## config.mk

```make
export PLATFORM = sky130hd
export DESIGN_NAME = tone_monitor
export DESIGN_NICKNAME = d
export VERILOG_FILES = /design/src/rtl/tone_monitor.sv
export SDC_FILE = /design/constraint.sdc
export NUM_CORES = 1
export LEC_CHECK = 0
export ABC_AREA = 0
export CORE_MARGIN = 1
export CORE_UTILIZATION = 55
export DETAILED_ROUTE_END_ITERATION = 8
export PLACE_DENSITY = 0.82
export SETUP_SLACK_MARGIN = 0.15
export SLEW_MARGIN = 15
export SYNTH_ARGS = -nofsm -noshare
export SYNTH_HDL_FRONTEND = slang
export SYNTH_SLANG_ARGS = --single-unit
export TNS_END_PERCENT = 5
```

## constraint.sdc

```tcl
create_clock -name clk -period 8.01 [get_ports clk]
set_input_delay 1.2015 -clock clk [delete_from_list [all_inputs] [get_ports clk]]
set_output_delay 1.2015 -clock clk [all_outputs]
set_load 0.02 [all_outputs]
```

## src/rtl/tone_monitor.sv

```systemverilog
// ---------------------------------------------------------------------------
// tone_monitor
//
// Windowed statistics engine for a differential tone presented as two
// single-ended legs in microvolts. Each accepted window of 2^WINDOW_LOG2
// samples produces three results:
//   - amplitude : (max(diff) - min(diff)) / 4, the single-ended peak amplitude
//   - common mode: mean of (p + n) / 2 over the window
//   - zero crossings: rising differential crossings, with hysteresis
//
// Ports
//   clk           in   1   clock, all state updates on the rising edge
//   reset_n       in   1   asynchronous active-low reset
//   en            in   1   acquisition enable
//   sample_valid  in   1   qualifies sig_p_uv / sig_n_uv
//   sig_p_uv      in  32   signed positive-leg voltage (uV)
//   sig_n_uv      in  32   signed negative-leg voltage (uV)
//   result_valid  out  1   one-cycle pulse, new results on the outputs
//   ampl_uv       out 32   signed amplitude estimate (uV)
//   vcm_uv        out 32   signed window-mean common mode (uV)
//   zc_count      out WINDOW_LOG2  rising zero crossings in the window
//   busy          out  1   high while acquiring or reporting
//   dropped       out  8   saturating count of samples ignored while reporting
// ---------------------------------------------------------------------------
module tone_monitor #(
    parameter int WINDOW_LOG2 = 8,
    parameter int HYST_UV     = 10000
) (
    input  logic                    clk,
    input  logic                    reset_n,
    input  logic                    en,
    input  logic                    sample_valid,
    input  logic signed [31:0]      sig_p_uv,
    input  logic signed [31:0]      sig_n_uv,
    output logic                    result_valid,
    output logic signed [31:0]      ampl_uv,
    output logic signed [31:0]      vcm_uv,
    output logic [WINDOW_LOG2-1:0]  zc_count,
    output logic                    busy,
    output logic [7:0]              dropped
);

    // Accumulator holds the sum of up to 2^WINDOW_LOG2 33-bit values.
    localparam int ACC_W = 33 + WINDOW_LOG2;

    localparam logic [WINDOW_LOG2-1:0] LAST_IDX = '1;

    localparam logic signed [32:0] HYST_POS = 33'(HYST_UV);
    localparam logic signed [32:0] HYST_NEG = -HYST_POS;

    localparam logic [1:0] S_IDLE   = 2'd0;
    localparam logic [1:0] S_ACQ    = 2'd1;
    localparam logic [1:0] S_REPORT = 2'd2;

    // ------------------------------------------------------------------
    // Scaling / saturation helpers
    // ------------------------------------------------------------------

    // Peak-to-peak of diff is 4x the single-ended amplitude; the span of two
    // 33-bit values needs 34 bits before the divide.
    function automatic logic signed [31:0] quarter_span(
        input logic signed [32:0] hi,
        input logic signed [32:0] lo
    );
        logic signed [33:0] span;
        span = 34'(hi) - 34'(lo);
        return 32'(span >>> 2);
    endfunction

    // Mean of (p+n)/2 over N samples is sum / 2N, a shift by WINDOW_LOG2+1.
    function automatic logic signed [31:0] mean_half(
        input logic signed [ACC_W-1:0] acc
    );
        return 32'(acc >>> (WINDOW_LOG2 + 1));
    endfunction

    function automatic logic [7:0] sat_inc8(input logic [7:0] v);
        return (v == 8'hFF) ? v : v + 8'd1;
    endfunction

    // ------------------------------------------------------------------
    // State
    // ------------------------------------------------------------------
    logic [1:0]                r_state;
    logic [WINDOW_LOG2-1:0]    r_cnt;
    logic signed [32:0]        r_max;
    logic signed [32:0]        r_min;
    logic signed [ACC_W-1:0]   r_acc;
    logic [WINDOW_LOG2-1:0]    r_zc;
    logic                      r_pol;
    logic                      r_rv;
    logic signed [31:0]        r_ampl;
    logic signed [31:0]        r_vcm;
    logic [WINDOW_LOG2-1:0]    r_zc_out;
    logic [7:0]                r_dropped;

    // ------------------------------------------------------------------
    // Per-sample datapath (combinational next values)
    // ------------------------------------------------------------------
    logic signed [32:0]        w_diff;
    logic signed [32:0]        w_sum;
    logic                      w_first;
    logic                      w_last;
    logic                      w_rise;
    logic                      w_fall;
    logic signed [32:0]        w_max_nxt;
    logic signed [32:0]        w_min_nxt;
    logic signed [ACC_W-1:0]   w_acc_nxt;
    logic [WINDOW_LOG2-1:0]    w_zc_nxt;

    assign w_diff = 33'(sig_p_uv) - 33'(sig_n_uv);
    assign w_sum  = 33'(sig_p_uv) + 33'(sig_n_uv);

    assign w_first = (r_cnt == '0);
    assign w_last  = (r_cnt == LAST_IDX);

    // Hysteresis comparator: arm on a strong positive diff, re-arm only
    // after a strong negative diff.
    assign w_rise = !r_pol && (w_diff > HYST_POS);
    assign w_fall =  r_pol && (w_diff < HYST_NEG);

    // The first sample of a window seeds the extrema and the accumulator,
    // so stale values from an earlier or aborted window never leak in.
    assign w_max_nxt = (w_first || (w_diff > r_max)) ? w_diff : r_max;
    assign w_min_nxt = (w_first || (w_diff < r_min)) ? w_diff : r_min;
    assign w_acc_nxt = w_first ? ACC_W'(w_sum) : (r_acc + ACC_W'(w_sum));

    // Crossing count restarts at window start; the first sample's own
    // crossing still counts.
    assign w_zc_nxt = (w_first ? '0 : r_zc) + WINDOW_LOG2'(w_rise);

    // ------------------------------------------------------------------
    // Control FSM and registered results
    // ------------------------------------------------------------------
    always_ff @(posedge clk or negedge reset_n) begin
        if (!reset_n) begin
            r_state   <= S_IDLE;
            r_cnt     <= '0;
            r_max     <= '0;
            r_min     <= '0;
            r_acc     <= '0;
            r_zc      <= '0;
            r_pol     <= 1'b0;
            r_rv      <= 1'b0;
            r_ampl    <= '0;
            r_vcm     <= '0;
            r_zc_out  <= '0;
            r_dropped <= '0;
        end else begin
            r_rv <= 1'b0;
            case (r_state)
                S_IDLE: begin
                    r_cnt <= '0;
                    if (en) begin
                        r_state <= S_ACQ;
                    end
                end

                S_ACQ: begin
                    if (!en) begin
                        // Abort: partial window is abandoned, the sample
                        // presented this cycle is not taken.
                        r_state <= S_IDLE;
                        r_cnt   <= '0;
                    end else if (sample_valid) begin
                        r_max <= w_max_nxt;
                        r_min <= w_min_nxt;
                        r_acc <= w_acc_nxt;
                        r_zc  <= w_zc_nxt;
                        r_cnt <= r_cnt + WINDOW_LOG2'(1);
                        if (w_rise) begin
                            r_pol <= 1'b1;
                        end else if (w_fall) begin
                            r_pol <= 1'b0;
                        end
                        // Results are captured from the next-value terms so
                        // they include the final sample and appear during
                        // the single REPORT cycle.
                        if (w_last) begin
                            r_state  <= S_REPORT;
                            r_ampl   <= quarter_span(w_max_nxt, w_min_nxt);
                            r_vcm    <= mean_half(w_acc_nxt);
                            r_zc_out <= w_zc_nxt;
                            r_rv     <= 1'b1;
                        end
                    end
                end

                S_REPORT: begin
                    r_cnt <= '0;
                    if (sample_valid) begin
                        r_dropped <= sat_inc8(r_dropped);
                    end
                    r_state <= en ? S_ACQ : S_IDLE;
                end

                default: begin
                    r_state <= S_IDLE;
                    r_cnt   <= '0;
                end
            endcase
        end
    end

    assign result_valid = r_rv;
    assign ampl_uv      = r_ampl;
    assign vcm_uv       = r_vcm;
    assign zc_count     = r_zc_out;
    assign dropped      = r_dropped;
    assign busy         = (r_state != S_IDLE);

endmodule

```

==> results of run 1 <==
layout make-up:
type | count | area, µm² | area share (%)
clock buffer | 35 | 724.4 | 3.087
clock inverter | 12 | 152.6 | 0.6504
inverter | 157 | 601.8 | 2.564
multi-input combinational | 1734 | 12360 | 52.66
sequential | 207 | 5180 | 22.07
tap | 402 | 503.0 | 2.143
timing repair buffer | 464 | 3949 | 16.82
power by group through the flow:
stage	Combinational (mW)	Sequential (mW)	Clock, mW
floorplan	2.41	1.29	0
global placement	3.65	1.31	0
detailed placement	3.75	1.32	0
CTS	3.95	1.31	1.23
global route	4.55	1.33	1.27
finish	4.18	1.31	1.21
timing repair:
| action | CTS | global route |
|---|---|---|
| setup endpoints to repair | 25 | 30 |
| resized for setup | 76 | 93 |
| pin swaps | 45 | 43 |
| buffers inserted | 14 | 6 |
worst register-to-register path: cells and delay by family, from the launching register on:
kind                     cells  cell delay (ns)
AO/OA/AOI/OAI                9             1.39
AND/OR/NAND/NOR              6             1.19
adder cells (fa/ha/maj)      2             0.51
multiplexers                 1             0.37
buffers and inverters        6             1.14
flip-flops                   1             0.45
state kept, by name, indices dropped and copies added (netlist names):
name and count:
r_min 33, dropped 8, vcm_uv 32, result_valid 1
r_zc 8, r_pol 1, zc_count 8, r_max 33
r_state 2, r_cnt 8, ampl_uv 32, r_acc 41
cell usage after synthesis, drive strengths merged, types with 12 or more instances:
cell type / instances
a21o: 65
a21oi: 199
a31oi: 19
and2: 13
and3: 30
buf: 15
clkbuf: 85
dfrtp: 207
ha: 206
inv: 157
mux2: 37
mux2i: 13
nand2: 286
nand2b: 19
nand3: 42
nand4: 30
nor2: 148
nor2b: 12
nor3: 34
o211ai: 16
o21ai: 223
o21bai: 28
o31ai: 14
xnor2: 93
xor2: 45
final timing paths:
path / from / cells past startpoint / slack [ns] / end
setup / recovery: sig_p_uv[5] / 33 / 0.04 / ampl_uv[23]
hold / removal: vcm_uv[29] / 2 / 0.47 / vcm_uv[29]
setup reg to reg: r_cnt[0] / 24 / 2.83 / ampl_uv[27]
hold reg to reg: vcm_uv[29] / 2 / 0.47 / vcm_uv[29]
max in group asynchronous: reset_n / 3 / 5.26 / r_min[18]
min in group asynchronous: reset_n / 1 / 0.79 / vcm_uv[30]
cells by family (layout without fill, tap and decap cells):
| kind of cell | count (synthesis) | in the layout | synth area share, % |
|---|---|---|---|
| xor+xnor | 138 | 138 | 6.824 |
| buf+inv | 257 | 668 | 5.482 |
| flops | 207 | 207 | 29.25 |
| fa+ha+maj | 209 | 209 | 14.89 |
| simple gates | 669 | 669 | 17.31 |
| mux | 50 | 50 | 3.158 |
| compound gates | 668 | 668 | 23.09 |
layer usage:
layer / wire (µm) / part of all wire (%) / global-route usage, %
met4: 2210 / 4.1 / 13.42
met5: 0 / 0 / 0
met3: 2828 / 5.3 / 3.991
met2: 25910 / 48 / 55.94
met1: 22840 / 42 / 40.38
per-stage QoR:
step	power [mW]	TNS, ns	utilization [%]	hold slack [ns]	std cells
after floorplan	3.703	0	-	0.4374	2198
after global routing	7.146	-1.742	74.19	0.5003	3011
after CTS	6.484	0	72.73	0.4783	3005
after detailed placement	5.070	-21.15	68.62	0.4640	2944
final	6.704	0	74.19	0.4740	3011
after global placement	4.959	-16.27	68.62	0.4489	2944
==> results.yml, run 1 <==
yosys:
  syn_avg_cell_area_um2: 8.058
  synth_area_leaders: "dfrtp_1, ha_1, o21ai_0"
  syn_nets: 2475
  synth_edf_count: 0
  yosys.cell_types.count: 78
  ys.flop_type: "dfrtp_1"
  synth-seq-area-share_pct: 29.25
  syn_area_um2: 17710
  async_flop_share_pct: 100.0
  synth_top_area_share_pct: 29.25
  synth-seq-cells: 207
  synthCells: 2198
  yosysWarnings: 0
  synth_area_leader_cell: "dfrtp_1"
critical_path:
  crit_type: "primary input to flip-flop"
  crit_fanout: 9
  startpoint_type: "primary input"
  worstPathArrival_ns: 8.37
  crit_required_ns: 8.41
  crit_family: "compound AO/OA/AOI/OAI gates"
  crit_path_end_kind: "flip-flop"
  path_buf_inv: 7
  cpPeakStageDelay_ns: 0.58
  cp_slowest_cell: "clkdlybuf4s50_1"
placement:
  gp_congestion: 0.9572
  hpwl_mm: 40.14
  postPlaceCellArea_um2: 21710
  portBuffers: 149
  pre_cts_slack_ns: -0.9914
cells_and_area:
  layout-drive-gt1-share_pct: 20.62
  nFillCells: 2302
  final_cell_mix: "buf_4, nand2_1, dfrtp_1"
  antenna_cells: 0
  area_growth_pct: 32.52
  final_common_cell: "buf_4"
  fin_area_um2: 23470
  nets: 2867
global_routing:
  overflow: 0
  grt_max_degree: 108
  grt_pass1_wl_mm: 86.60
  grt_util_all_layers_pct: 32.21
  grt_pass1_vias: 17763
  grt_antenna_before_repair: 0
power:
  clock_power_share_pct: 18.1
  power.switching_mw: 2.797
  seq_power_share_pct: 19.6
  worst_ir_drop_vdd_mv: 0.2098
  leakagePower_nw: 11.09
  power_frac_comb_pct: 62.4
  internal_power_mw: 3.906
  power.density_nw_per_um2: 285.6
  switching_share_pct: 41.73
sta:
  fin_crit_sh_pct: 99.55
  fin_skew_ns: 0.01861
  maxSlewHeadroom_pct: 33.26
  fmax_mhz: 125.4
  worst_pin_slew_ns: 1.001
  hold_viol: 0
  worst_slack_ns: 0.03621
  rsz0062_at_grt: "true"
  setup-violations-final: 0
  drv_slew: 0
  layout_min_cycle_time_ns: 7.974
floorplan:
  initial_core_util_pct: 55.99
  rows: 65
  die_area_um2: 32930
  chipWidth_um: 181.5
  core_area_um2: 31640
  die_h_um: 181.5
  io_pins: 150
routing:
  first_pass_iters: 5
  wl_per_cell_um: 17.87
  drt-total-wl_mm: 53.79
  vias: 17776
  drt_iter0_drc: 1245
  via_per_inst: 5.904
  drc: 0
  antenna_left: 0
hold_path:
  hp-class: "flip-flop to flip-flop"
clock_tree:
  cts_htree_levels: 1
  cts_sinks: 207
  cts_buffers: 26
  postCtsHoldBufs: 0
  clockBufferDepth: 3
  clk_latency_ns: 0.55
  cts_root_buf: "clkbuf_16"
  cts_tree: "built"
  cts.clk_slew.worst_paths_ns: 0.06
outcome:
  status: "finished clean"
job:
  drv_cap: 0
No activity file was read; power rests on OpenSTA's default activity.
==> run 2, diff against run 1 <==
CORE_MARGIN = 2   (was 1)
==> run 2 against run 1 <==
Effect of this change:
- the run now ends with negative setup slack left
- clock power increased by 5%
- critical endpoint is now ampl_uv[29]
- power increased by 3.9%
- largest power group unchanged
- count of clock-buffer cells in the layout decreased by 1
- first-iteration DRC count increased by 24%
- utilization increased by 0.97 points
- routed wire length increased by 5.9%
- combinational power increased by 5%
- via count increased by 3.3%
- final cell count increased by 0.30%
- flip-flop and latch count unchanged
==> results.yml, run 2 (synthesis results as in run 1) <==
floorplan:
  core_area_um2: 31640
  die_h_um: 183.5
  rows: 65
  die_area_um2: 33660
  chipWidth_um: 183.5
  initial_core_util_pct: 55.99
  io_pins: 150
critical_path:
  ff2ff_setup_slack_ns: 2.54
  cp_slowest_cell: "or4_4"
  crit_family: "compound AO/OA/AOI/OAI gates"
  worstPathArrival_ns: 8.45
  crit_required_ns: 8.43
  crit_type: "primary input to flip-flop"
  crit_path_start: "sig_p_uv[0]"
  cpPeakStageDelay_ns: 0.55
  crit_path_end_kind: "flip-flop"
  path_buf_inv: 7
  startpoint_type: "primary input"
  cp.depth: 39
  crit_fanout: 5
  crit_end: "ampl_uv[29]"
  r2r-start: "r_min[18]"
  cp_common_cell: "ha_4"
  reg2reg_depth: 25
  timing.rr.end: "ampl_uv[29]"
routing:
  drt-total-wl_mm: 56.95
  antenna_left: 0
  via_per_inst: 6.081
  drt_iter0_drc: 1542
  first_pass_iters: 8
  vias: 18366
  wl_per_cell_um: 18.86
  drc: 0
cells_and_area:
  antenna_cells: 0
  reg_top3: "r_acc (41), r_max (33), r_min (33)"
  stdcell_count: 3020
  final_common_cell: "buf_4"
  layout-drive-gt1-share_pct: 21.47
  largest_register: "r_acc"
  final_cell_mix: "buf_4, nand2_1, dfrtp_1"
  final_util_pct: 75.16
  area_growth_pct: 34.25
  largest_reg_flops: 41
  nets: 2877
sta:
  fin_crit_sh_pct: 100.3
  fin_skew_ns: 0.02630
  maxSlewHeadroom_pct: 30.90
  rsz0062_at_grt: "true"
  setup-violations-final: 1
  setup-tns-final_ns: -0.02405
  fmax_mhz: 124.5
  hold_viol: 0
  drv_slew: 0
  worst_pin_slew_ns: 1.037
  worst_slack_ns: -0.02405
  layout_min_cycle_time_ns: 8.034
clock_tree:
  cts_root_buf: "clkbuf_16"
  cts_tree: "built"
  cts_buffers: 25
  clk_latency_ns: 0.55
  cts_sinks: 207
  clockBufferDepth: 3
  cts_htree_levels: 1
  cts.clk_slew.worst_paths_ns: 0.06
global_routing:
  overflow: 0
  grt_util_all_layers_pct: 31.72
  grt_antenna_before_repair: 0
  grt_max_degree: 136
  grt_pass1_vias: 17999
  grt_pass1_wl_mm: 87.31
placement:
  hpwl_mm: 39.85
  portBuffers: 149
  gp_congestion: 0.9459
  dp.cells: 2935
hold_path:
  holdCritStartpoint: "vcm_uv[2]"
  hp-class: "flip-flop to flip-flop"
power:
  internal_power_mw: 4.045
  worst_ir_drop_vdd_mv: 0.1929
  switching_share_pct: 41.90
  power_frac_comb_pct: 62.8
  power.switching_mw: 2.917
  clock_power_share_pct: 18.3
  leakagePower_nw: 11.18
  seq_power_share_pct: 18.9
  power.density_nw_per_um2: 292.8
  finalPower_mw: 6.962
job:
  drv_cap: 0
outcome:
  status: "finished with violations"
  violations: "negative setup slack"
run 2: area by class of cell:
type / count / area, µm²
multi-input cells: 1734 / 12480
fillers: 2114 / 7859
flip-flops and latches: 207 / 5180
repair buffers: 475 / 4089
clock buffers: 34 / 719.4
inverters: 157 / 601.8
well taps: 402 / 503.0
clock inverters: 11 / 202.7
run 2: through the flow:
| stage | setup WS, ns | hold WS [ns] | cell area (µm²) |
|---|---|---|---|
| finish | -0.02405 | 0.4769 | 23780 |
| global route | -0.1601 | 0.5045 | 23780 |
| CTS | 0.1028 | 0.4819 | 23060 |
| detailed placement | -1.046 | 0.4681 | 21630 |
| global placement | -0.7285 | 0.4500 | 21630 |
| floorplan | 0.02730 | 0.4374 | 17900 |
run 2: power groups by stage:
stage | combinational, mW | clock [mW] | sequential (mW)
finish | 4.37 | 1.27 | 1.32
detailed placement | 3.71 | 0 | 1.32
global route | 4.71 | 1.33 | 1.33
floorplan | 2.41 | 0 | 1.29
CTS | 3.92 | 1.29 | 1.31
global placement | 3.58 | 0 | 1.31
run 2: per-layer routing:
| layer | GRT usage, % | up-vias | part of all wire (%) |
|---|---|---|---|
| met5 | 0 | - | 0 |
| met4 | 13.82 | 0 | 5.3 |
| met3 | 3.625 | 253 | 6.7 |
| met2 | 55.61 | 839 | 48 |
| met1 | 39.45 | 8701 | 40 |
| li1 | - | 8573 | - |
run 2: worst min path at each step:
| stage | to | depth (start not counted) |
|---|---|---|
| after CTS | zc_count[4] | 2 |
| after detailed placement | zc_count[4] | 2 |
| after global routing | r_min[1] | 2 |
| after floorplan | r_zc[0] | 2 |
| after global placement | r_zc[0] | 2 |
| final | vcm_uv[2] | 2 |
run 2: worst register-to-register path, stage by stage, from the launching register on:
cell,delay (ns)
dfrtp_1,0.40
inv_1,0.20
ha_1,0.29
nand4_1,0.18
a2111oi_0,0.10
buf_4,0.16
a211oi_1,0.35
o221ai_2,0.18
or4_4,0.52
and2_4,0.20
buf_4,0.17
buf_4,0.16
a21oi_4,0.25
ha_4,0.25
nand2_1,0.07
o21a_1,0.17
o21ai_2,0.08
a31oi_2,0.17
o21ai_1,0.13
a311oi_2,0.24
o211ai_1,0.15
nand3_1,0.17
nand2_2,0.09
a311o_1,0.39
xnor2_1,0.20
o21ai_1,0.07
run 2: timing repair:
action / in CTS / in global routing
hold buffers: 0 / 0
resized for setup: 94 / 109
buffers inserted: 17 / 22
cloned: 1 / 0
setup endpoints to repair: 25 / 28
pin swaps: 37 / 70
==> RTL change, RTL diff (flow settings as in run 1) <==
Change the parameter `HYST_UV` from 10000 to 7500.
--- a/src/rtl/tone_monitor.sv
+++ b/src/rtl/tone_monitor.sv
@@ -24,7 +24,7 @@
 // ---------------------------------------------------------------------------
 module tone_monitor #(
     parameter int WINDOW_LOG2 = 8,
-    parameter int HYST_UV     = 10000
+    parameter int HYST_UV     = 7500
 ) (
     input  logic                    clk,
     input  logic                    reset_n,
Check against the original RTL: same outputs for any inputs over 4 cycles, from zero or initial values and one cycle with reset_n low; that may be too few to reach the edited logic, so the function may still have changed.
==> RTL change against run 1 <==
  * Synthesized cell count fell by 1.5%
  * Synthesized area is 0.37% lower
  * Power fell by 15%
  * Design area fell by 2.6%
  * Worst hold slack worse by 0.0061 ns
  * Clock power decreased by 6%
  * First-iteration DRC count grew 0.72%
  * Global-route usage down 1.8 points
  * Sequential cell count is the same
  * Routed wire length down 2.6%
  * Largest cell class unchanged
  * Setup slack improved by 0.45 ns
  * Fmax rose by 5.9%
==> RTL change: results (changes against run 1) <==
Outcome: complete, no violations
Fin nets: 2802 (-2.3%)
CP Launch Point: sig_p_uv[19]
CP Max Fanout: 7 (-2)
Cts bufs inserted: 26 (unchanged)
Placed insts: 2879 (-2.2%)
WS Path Type: in2reg
Antenna violations before repair: 0 (unchanged)
Worst path max stage delay: 0.46 ns (-0.12 ns)
Reg2reg setup slack: 2.80 ns (-0.03 ns)
Gr usage total: 30.4% (-1.8 points)
Area contributors post-synth: dfrtp_1, ha_1, nand2_1
Initial DRC count: 1254 (+0.72%)
Synth Area per Inst: 8.15 um^2 (+1.1%)
HP Class: reg2reg
Seq/Total Area, Yosys: 29.4% (+0.11 points)
Async set or reset register ratio after synthesis: 100% (unchanged)
Worst flop-to-flop path endpoint: ampl_uv[30]
P_leak: 0.0111 uW (+0.15%)
Yosys warnings: 0 (unchanged)
Pin count of the biggest net entering global routing: 116 (+7.4%)
N_diodes: 0 (unchanged)
Worst VDD drop: 205 uV (-2.5%)
Biggest regs: r_acc (41), r_max (33), r_min (33)
Post-DR wirelength/cell: 17.8 um (-0.34%)
Int Pwr: 3320 uW (-15%)
Critical-path cell with the highest stage delay: clkdlybuf4s50_1
Clock transition at the registers of the reported paths: 0.06 ns (about the same)
Clock Tree Root: clkbuf_16
Top cell family by delay on the critical path: compound AO/OA/AOI/OAI gates
R2R Path Start: r_cnt[4]
Layout cell share with drive strength beyond 1: 19.0% (-1.7 points)
Cell with the most instances after synthesis: nand2_1
H-tree depth: 1 (unchanged)
Commonest cells in the netlist: nand2_1, dfrtp_1, o21ai_0
Data arrival, critical path: 7.95 ns (-0.42 ns)
Port Buffers: 149 (unchanged)
Placed cell areas: 21200 um^2 (-2.4%)
Clk buf depth: 3 (unchanged)
Vias per std cell: 5.97 (+1.1%)
Count of cell types in the netlist: 100 (+28%)
Syn nets: 2443 (-1.3%)
Clk Latency, worst-skew pair: 0.56 ns
RePlAce Congestion: 0.940 (-1.8%)
First-pass GRT wire length: 82.8 mm (-4.3%)
Top_reg_cell synth: dfrtp_1
Worst-margin pin slew: 0.918 ns (-0.0834 ns)
First-pass DRT Iterations: 5 (unchanged)
Worst Clk Skew: 0.0235 ns (+0.00487 ns)
HPWL Detailed: 38.2 mm (-4.9%)
Final WL: 52.4 mm (-2.6%)
Worst Reg-to-Reg Cells: 24 (unchanged)
Vias in the first global route: 17300 (-2.4%)
## RTL change: cell count changes after synthesis, sizes merged, moves of 9 or more
cell           run 1  this run
nor2             148       168
nand3             42        26
nand2            286       277
o211ai            16         7
and3              30        21
clkbuf            85        67
## RTL change: what timing repair did
action / in CTS / in global routing
resized for setup: 24 / 128
pin swaps: 20 / 64
buffers inserted: 4 / 14
setup endpoints to repair: 11 / 21
## RTL change: metal layers
metal / GRT usage (%) / wire length [um] / vias up
met5: 0 / 0 / -
met4: 12.3 / 1960 / 0
met3: 2.86 / 2950 / 157
met2: 53.7 / 25900 / 657
met1: 38.1 / 21600 / 8387
li1: - / - / 8364
## RTL change: metrics by stage
step | setup slack, ns | TNS, ns | power [uW]
after floorplan | 0.153 | 0 | 3280
after global placement | -0.505 | -3.60 | 4190
after detailed placement | -0.811 | -8.54 | 4300
after CTS | 0.127 | 0 | 5520
after global routing | 0.0929 | 0 | 6050
final | 0.481 | 0 | 5670
## RTL change: power groups by stage
stage / clock [uW] / combinational (uW) / sequential [uW]
after global placement: 0 / 2900 / 1290
after detailed placement: 0 / 3000 / 1300
after global routing: 1190 / 3560 / 1300
after floorplan: 0 / 2010 / 1270
final: 1140 / 3250 / 1290
after CTS: 1150 / 3090 / 1280
## RTL change: worst min-delay path by stage
stage | from | to | slack (ns) | cells after the start
after floorplan | r_zc[0] | r_zc[0] | 0.44 | 2
after global placement | vcm_uv[12] | vcm_uv[12] | 0.45 | 2
after detailed placement | vcm_uv[12] | vcm_uv[12] | 0.46 | 2
after CTS | vcm_uv[12] | vcm_uv[12] | 0.47 | 2
after global routing | vcm_uv[24] | vcm_uv[24] | 0.50 | 2
final | vcm_uv[12] | vcm_uv[12] | 0.47 | 2
## RTL change: layout make-up
class                           count  area, um^2
Clock buffer                       31         689
Clock inverter                     14         134
Fill cell                        2302        8690
Inverter                          155         584
Multi-Input combinational cell   1719       12100
Sequential cell                   207        5180
Tap cell                          402         503
Timing Repair Buffer              416        3640
## RTL change: worst min-delay path, cell delays in order, from the launching register on
cell and delay [ns]:
dfrtp_1 0.34, nand2_1 0.05, nand2_1 0.05
## RTL change: kinds of logic after synthesis
family,count (synthesis),share of synthesized area (%)
AO/OA/AOI/OAI,671,23.5
AND/OR/NAND/NOR,661,17.3
buffers and inverters,240,5.52
adder cells (fa/ha/maj),209,14.9
flip-flops,207,29.4
XOR/XNOR,133,6.60
multiplexers,45,2.79
